## src/rtl/vtc_cfg.sv

```systemverilog
// Video timing controller with double-buffered runtime configuration; outputs registered one cycle after counter state.
// New timing lands only at frame end (or while stopped); bad strobes are dropped and flagged with cfg_err.
module vtc_cfg #(
  parameter int CNT_W        = 12,
  parameter int DEF_H_ACTIVE = 1280,
  parameter int DEF_H_FP     = 110,
  parameter int DEF_H_SYNC   = 40,
  parameter int DEF_H_BP     = 220,
  parameter int DEF_V_ACTIVE = 720,
  parameter int DEF_V_FP     = 5,
  parameter int DEF_V_SYNC   = 5,
  parameter int DEF_V_BP     = 20,
  parameter bit DEF_HPOL     = 1'b0,
  parameter bit DEF_VPOL     = 1'b0
) (
  input  logic             clk,
  input  logic             rstn,
  input  logic             en,
  input  logic [CNT_W-1:0] cfg_h_active,
  input  logic [CNT_W-1:0] cfg_h_fp,
  input  logic [CNT_W-1:0] cfg_h_sync,
  input  logic [CNT_W-1:0] cfg_h_bp,
  input  logic [CNT_W-1:0] cfg_v_active,
  input  logic [CNT_W-1:0] cfg_v_fp,
  input  logic [CNT_W-1:0] cfg_v_sync,
  input  logic [CNT_W-1:0] cfg_v_bp,
  input  logic             cfg_hpol,
  input  logic             cfg_vpol,
  input  logic             cfg_valid,
  output logic             cfg_err,
  output logic             hsync,
  output logic             vsync,
  output logic             de,
  output logic [CNT_W-1:0] x,
  output logic [CNT_W-1:0] y,
  output logic             sof
);

  localparam int CW = CNT_W + 2;

  typedef struct packed {
    logic [CNT_W-1:0] h_active;
    logic [CNT_W-1:0] h_fp;
    logic [CNT_W-1:0] h_sync;
    logic [CNT_W-1:0] h_bp;
    logic [CNT_W-1:0] v_active;
    logic [CNT_W-1:0] v_fp;
    logic [CNT_W-1:0] v_sync;
    logic [CNT_W-1:0] v_bp;
    logic             hpol;
    logic             vpol;
  } timing_t;

  localparam timing_t DEF_SET = '{
    h_active: CNT_W'(DEF_H_ACTIVE), h_fp: CNT_W'(DEF_H_FP),
    h_sync:   CNT_W'(DEF_H_SYNC),   h_bp: CNT_W'(DEF_H_BP),
    v_active: CNT_W'(DEF_V_ACTIVE), v_fp: CNT_W'(DEF_V_FP),
    v_sync:   CNT_W'(DEF_V_SYNC),   v_bp: CNT_W'(DEF_V_BP),
    hpol:     DEF_HPOL,             vpol: DEF_VPOL
  };

  timing_t         cfg_set, pend, act;
  logic            pend_flag;
  logic [CW-1:0]   cnt_h, cnt_v;
  logic [CW-1:0]   h_start, h_end, h_tot, v_start, v_end, v_tot;
  logic            h_last, v_last, apply, cfg_ok;
  logic            de_c;

  always_comb begin
    cfg_set = '{
      h_active: cfg_h_active, h_fp: cfg_h_fp, h_sync: cfg_h_sync, h_bp: cfg_h_bp,
      v_active: cfg_v_active, v_fp: cfg_v_fp, v_sync: cfg_v_sync, v_bp: cfg_v_bp,
      hpol: cfg_hpol, vpol: cfg_vpol
    };
  end

  // Extra counter bits keep the sum of four CNT_W fields from overflowing.
  assign h_start = CW'(act.h_sync) + CW'(act.h_bp);
  assign h_end   = h_start + CW'(act.h_active);
  assign h_tot   = h_end + CW'(act.h_fp);
  assign v_start = CW'(act.v_sync) + CW'(act.v_bp);
  assign v_end   = v_start + CW'(act.v_active);
  assign v_tot   = v_end + CW'(act.v_fp);

  assign h_last = (cnt_h >= h_tot - CW'(1));
  assign v_last = (cnt_v >= v_tot - CW'(1));
  assign apply  = !en || (h_last && v_last);
  assign cfg_ok = cfg_valid && (cfg_h_active != '0) && (cfg_h_sync != '0) &&
                  (cfg_v_active != '0) && (cfg_v_sync != '0);
  assign de_c   = (cnt_h >= h_start) && (cnt_h < h_end) &&
                  (cnt_v >= v_start) && (cnt_v < v_end);

  always_ff @(posedge clk) begin
    if (!rstn) begin
      pend      <= DEF_SET;
      act       <= DEF_SET;
      pend_flag <= 1'b0;
      cnt_h     <= '0;
      cnt_v     <= '0;
      cfg_err   <= 1'b0;
      hsync     <= ~DEF_HPOL;
      vsync     <= ~DEF_VPOL;
      de        <= 1'b0;
      x         <= '0;
      y         <= '0;
      sof       <= 1'b0;
    end else begin
      if (cfg_ok) pend <= cfg_set;

      // A strobe landing on the application point bypasses the pending set.
      if (apply) begin
        if (cfg_ok)         act <= cfg_set;
        else if (pend_flag) act <= pend;
        pend_flag <= 1'b0;
      end else if (cfg_ok) begin
        pend_flag <= 1'b1;
      end

      if (!en) begin
        cnt_h <= '0;
        cnt_v <= '0;
      end else if (h_last) begin
        cnt_h <= '0;
        cnt_v <= v_last ? '0 : cnt_v + CW'(1);
      end else begin
        cnt_h <= cnt_h + CW'(1);
      end

      cfg_err <= cfg_valid && !cfg_ok;

      if (!en) begin
        hsync <= ~act.hpol;
        vsync <= ~act.vpol;
        de    <= 1'b0;
        x     <= '0;
        y     <= '0;
        sof   <= 1'b0;
      end else begin
        hsync <= (cnt_h < CW'(act.h_sync)) ? act.hpol : ~act.hpol;
        vsync <= (cnt_v < CW'(act.v_sync)) ? act.vpol : ~act.vpol;
        de    <= de_c;
        x     <= de_c ? CNT_W'(cnt_h - h_start) : '0;
        y     <= de_c ? CNT_W'(cnt_v - v_start) : '0;
        sof   <= (cnt_h == '0) && (cnt_v == '0);
      end
    end
  end

endmodule

```

## config.mk

```make
export PLATFORM = sky130hd
export DESIGN_NAME = vtc_cfg
export DESIGN_NICKNAME = d
export VERILOG_FILES = /design/src/rtl/vtc_cfg.sv
export SDC_FILE = /design/constraint.sdc
export NUM_CORES = 1
export LEC_CHECK = 0
export CORE_MARGIN = 2
export CORE_UTILIZATION = 60
export DETAILED_ROUTE_END_ITERATION = 7
export PLACE_DENSITY = 0.88
export SYNTH_ARGS = -nofsm -noshare
export SYNTH_HDL_FRONTEND = slang
export SYNTH_SLANG_ARGS = --single-unit
```

## constraint.sdc

```tcl
create_clock -name clk -period 10.9 [get_ports clk]
set_input_delay 1.09 -clock clk [delete_from_list [all_inputs] [get_ports clk]]
set_output_delay 1.09 -clock clk [all_outputs]
set_load 0.01 [all_outputs]
```

# Yosys cells after proc, flatten, opt, wreduce, memory -nomap -nowiden

Index checks and enable logic that the tools add are counted.

Register bits: 254
Bits of input ports: 102
Output and inout bits: 29
Logic and storage cells: 86

Add/subtract/negate cells: 12
Order comparisons: 8
Mux-type cells: 7
Bitwise gates (word level): 4
Reductions and logical operators: 25

Operators by type and width:

| operator                                           | number |
|---|---|
| two-way mux 98 bit                                 | 2 |
| nonzero test 12 bit                                | 4 |
| adder 13 x 12 -> 14 bit                            | 2 |
| adder 14 x 1 -> 14 bit, second input constant      | 2 |
| adder 14 x 12 -> 14 bit                            | 2 |
| >= comparator 14 x 13 -> 1 bit                     | 2 |
| >= comparator 14 bit                               | 2 |
| logical NOT 14 bit                                 | 2 |
| < comparator 14 x 12 -> 1 bit                      | 2 |
| < comparator 14 bit                                | 2 |
| subtractor 14 x 1 -> 14 bit, second input constant | 2 |
| adder 12 x 12 -> 13 bit                            | 2 |
| subtractor 12 bit                                  | 2 |
| two-way mux 14 bit                                 | 1 |
| logical AND 1 bit                                  | 10 |
| two-way mux 1 bit                                  | 4 |
| NOT 1 bit                                          | 4 |
| AND reduction 2 bit                                | 2 |
| AND reduction 3 bit                                | 1 |
| OR reduction 3 bit                                 | 1 |
| logical NOT 1 bit                                  | 2 |
| nonzero test 2 bit                                 | 1 |
| OR reduction 2 bit                                 | 1 |
| logical OR 1 bit                                   | 1 |

# Longest topological paths before layout

Depth after elaboration: 8
Gate-level depth with buffers: 35
Gate-level depth less buffers: 31

# Worst setup path before layout

No wires, ideal clock.

Path type: register -> register
Start: register act[51] (netlist bit)
End: register act[76] (netlist bit)
Library setup time: 121 ps
Arrival time: 6549 ps
Required time: 10779 ps
Slack: 4230 ps
Stages on the path, launching flop included: 33
Buffers on the path: 3
Clock period less this slack: 6670 ps
Path through: dfxtp_1 > ha_1 > a21o_1 > a21oi_1 > nand2b_1 > a21oi_1 > nor3_1 > nor2_1 > a21oi_1 > xnor2_1 > ha_1 > a21o_1 > a21o_1 > o31a_1 > or3_1 > and2_1 > xnor2_1 > ha_1 > and3_1 > a21oi_1 > o21ai_0 > o41ai_1 > xnor2_1 > xnor2_1 > ha_1 > nand2_1 > o31ai_1 > nand2_1 > o31a_1 > clkbuf_1 > buf_2 > buf_4 > mux2_2

Cells in the longest elaborated chain, start to end: 8

Ends and longest elaborated chain:

| what                          | line | RTL |
|---|---|---|
| from (decl)                   | 62   | `timing_t cfg_set, pend, act;` |
| from (signal assigned)        | 112  | `if (cfg_ok) act <= cfg_set;` |
| from (signal assigned)        | 113  | `else if (pend_flag) act <= pend;` |
| adder 12 x 12 -> 13 bit       | 78   | `assign h_start = CW'(act.h_sync) + CW'(act.h_bp);` |
| adder 13 x 12 -> 14 bit       | 79   | `assign h_end = h_start + CW'(act.h_active);` |
| adder 14 x 12 -> 14 bit       | 80   | `assign h_tot = h_end + CW'(act.h_fp);` |
| subtractor 14 x 1 -> 14 bit   | 85   | `assign h_last = (cnt_h >= h_tot - CW'(1));` |
| >= comparator 14 bit          | 85   |  |
| logical AND 1 bit             | 87   | `assign apply = !en \|\| (h_last && v_last);` |
| logical OR 1 bit              | 87   |  |
| AND reduction 2 bit (no line) | -    |  |

Every way passes these cells.
A chain may end at the register's enable or synchronous reset.

# Final worst setup path

Start: register act[51] (netlist bit)
End: register act[28] (netlist bit)

The elaborated chain is that of the path after synthesis.

==> results.toml <==
[layout]
final_core_util_pct = 69.8
diodes = 0
layout-drive-gt1-share_pct = 9.29
mostFrequentLayoutCells = "dfxtp_1, ha_1, inv_1, clkdlybuf4s50_1, mux2i_1"
final_common_cell = "dfxtp_1"
area_growth_pct = 15.0
fin_nets = 2175

[synthesis]
synth-main-ff-cell = "dfxtp_1"
synth-xor-area-share_pct = 5.43
synth-simple-area-share_pct = 18.6
synth_area_sq_mm = 0.0162
synth_warnings = 0
async_reset_ff_share_pct = 0
yosysSeqAreaShare_pct = 31.3
synth_seq_cells = 254
syn_nets = 2067
synth.avg_cell_area_sq_um = 9.18
synth_top_family_by_area = "simple AND/OR/NAND/NOR gates"
synth-edff-count = 0
synth_compound_area_share_pct = 11.2
synthAdderAreaFrac_pct = 15.6
synth.distinct_cells = 69
synth_cells = 1767
muxShareOfSynthArea_pct = 13.0

[die]
start_util_pct = 60.7
io-pin-count = 131
fp.dieW_um = 168
dieArea_sq_mm = 0.0284
fp.dieH_um = 168
row_count = 60
coreArea_sq_mm = 0.0267

[timing]
finalSetupViolCount = 0
slew_violations = 0
clock_skew_ns = 0.0367
fmax_mhz = 119
min_period_ns = 8.41
final_hold_viol_count = 0
worst_slew_pin_slew_ns = 0.968
fin_tns_setup_ns = 0
grt_setup_unrepaired = "no"
fin_crit_sh_pct = 77.2
slew_headroom_pct = 35.5

[place]
routabilityCongestion = 0.980
dpl.hpwl_um = 30200
portBuffers = 130

[cts]
clkLatencyLatePin_ns = 0.58
cts_buffers = 28
htree_levels = 1
clock_sinks = 254
cts_resized = 0
post_cts_buffers = 0
max-clock-path-buffers = 3
cts_tree = "built"
postCtsHoldBufs = 0
cts_root_buf = "clkbuf_16"
path_clk_slew_ns = 0.06

[power]
leakage_uw = 0.00838
p_int_uw = 2020
combPwrFrac_pct = 36.4
p_total_uw = 3060
sequentialPowerShare_pct = 32.4
power_frac_clock_pct = 31.2
switchingPower_uw = 1040
power_density_mw_per_mm2 = 164
ir_worst_vdd_uv = 107
swShare_pct = 34.0

[detailed_routing]
postRouteAntennaNets = 0
drcViolationCount = 0
wl_um = 40400
wire_per_inst_um = 18.0
num_vias = 13100
drt_iter0_drc = 951
firstDrtPassIters = 5
viasPerCell = 5.85

[worst_setup_path]
r2r-start = "act[51]"
worstPathArrival_ns = 8.87
worst-r2r-setup-slack_ns = 2.49
slowest_delay_ns = 0.64
r2r_end = "act[28]"
cp_slowest_cell = "buf_4"
crit_fanout = 50
critical_path_class = "flop to flop"
worstRegToRegCells = 32
crit_required_ns = 11.36
cp-end-kind = "flop"
crit_top_cell = "a21oi_1"
start_kind = "flop"

[global_route]
grt_use_total_pct = 28.3
grt_first_pass_wirelength_um = 65000
antenna_found_initial = 1
grt_max_degree = 119
gr-total-overflow = 0
grt_pass1_vias = 13000

[min_path]
hold_class = "flop to flop"
min_to = "pend[57]"
worstHoldStart = "pend[57]"
hold_depth = 2

[outcome]
outcome = "finished clean"

[run]
maxCapViolations = 0
logic make-up (layout without fill, tap and decap cells):
logic type      after synthesis  in the layout
simple gates                553            553
compound gates              271            271
flops                       254            254
mux                         199            199
fa+ha+maj                   198            198
buf+inv                     193            321
xor+xnor                     99             99
registers in the layout (all words and copies together) (netlist names), 12 cells and up:
signal  cells
x          12
cnt_v      14
cnt_h      14
y          12
act        98
pend       98
layout make-up:
cell class	count	area, sq um
Clock buffer	36	751
Clock inverter	14	181
Fill cell	1952	8070
Inverter	137	514
Multi-Input combinational cell	1320	10400
Sequential cell	254	5080
Tap cell	341	427
Timing Repair Buffer	134	1330
power groups by stage:
stage / combinational (uW) / clock (uW) / sequential [uW]
global placement: 1030 / 0 / 1010
global route: 1240 / 1010 / 994
floorplan: 835 / 0 / 1000
finish: 1110 / 955 / 991
detailed placement: 1080 / 0 / 1010
CTS: 1100 / 967 / 991
synthesized netlist by cell type (19+ instances only):
cell type	n	share of area, %
dfxtp_1	254	31
ha_1	190	15
inv_1	137	3.2
mux2i_1	101	6.2
mux2_2	98	6.8
nor2b_1	90	3.5
nand2_1	86	2.0
nor2_1	84	1.9
and2_1	81	3.1
a21oi_1	75	2.3
xnor2_1	49	2.6
xor2_1	49	2.6
o21ai_0	42	1.3
a21o_1	41	1.9
nor3_1	39	1.2
nand3_1	38	1.2
nand2b_1	34	1.3
clkbuf_1	29	0.67
nor4_1	27	1.0
buf_2	19	0.59
how the worst max path moves through the flow:
stage	start	endpoint	slack, ns	depth (start not counted)
CTS	act[51]	act[12]	2.59	32
floorplan	act[51]	act[76]	4.23	32
finish	act[51]	act[28]	2.49	32
global route	act[62]	act[39]	1.75	33
global placement	act[51]	act[31]	3.07	32
detailed placement	act[62]	act[36]	2.65	33
per-stage QoR:
step / area, sq um / setup WS [ns] / cells / hold slack [ns]
2_1_floorplan: 16200 / 4.23 / 1767 / 0.430
3_3_place_gp: 17700 / 3.07 / 2186 / 0.446
3_5_place_dp: 17700 / 2.65 / 2186 / 0.455
4_1_cts: 18700 / 2.59 / 2236 / 0.475
5_1_grt: 18700 / 1.75 / 2236 / 0.498
6_report: 18700 / 2.49 / 2236 / 0.467
critical path, delay by kind of cell, from the launching register on:
kind                     cells  cell delay (ns)
AO/OA/AOI/OAI               14             2.93
AND/OR/NAND/NOR              7             1.53
adder cells (fa/ha/maj)      4             1.25
buffers and inverters        2             1.15
XOR/XNOR                     4             0.61
multiplexers                 1             0.41
flip-flops                   1             0.32
routing by layer:
layer	part of all wire, %	vias to the layer above	track usage (%)
li1	-	6410	-
met1	43	6121	35.9
met2	46	431	47.2
met3	7.0	109	5.08
met4	4.2	2	12.0
met5	0.050	-	0.696
Note: power is estimated with default switching activity, not from simulation.
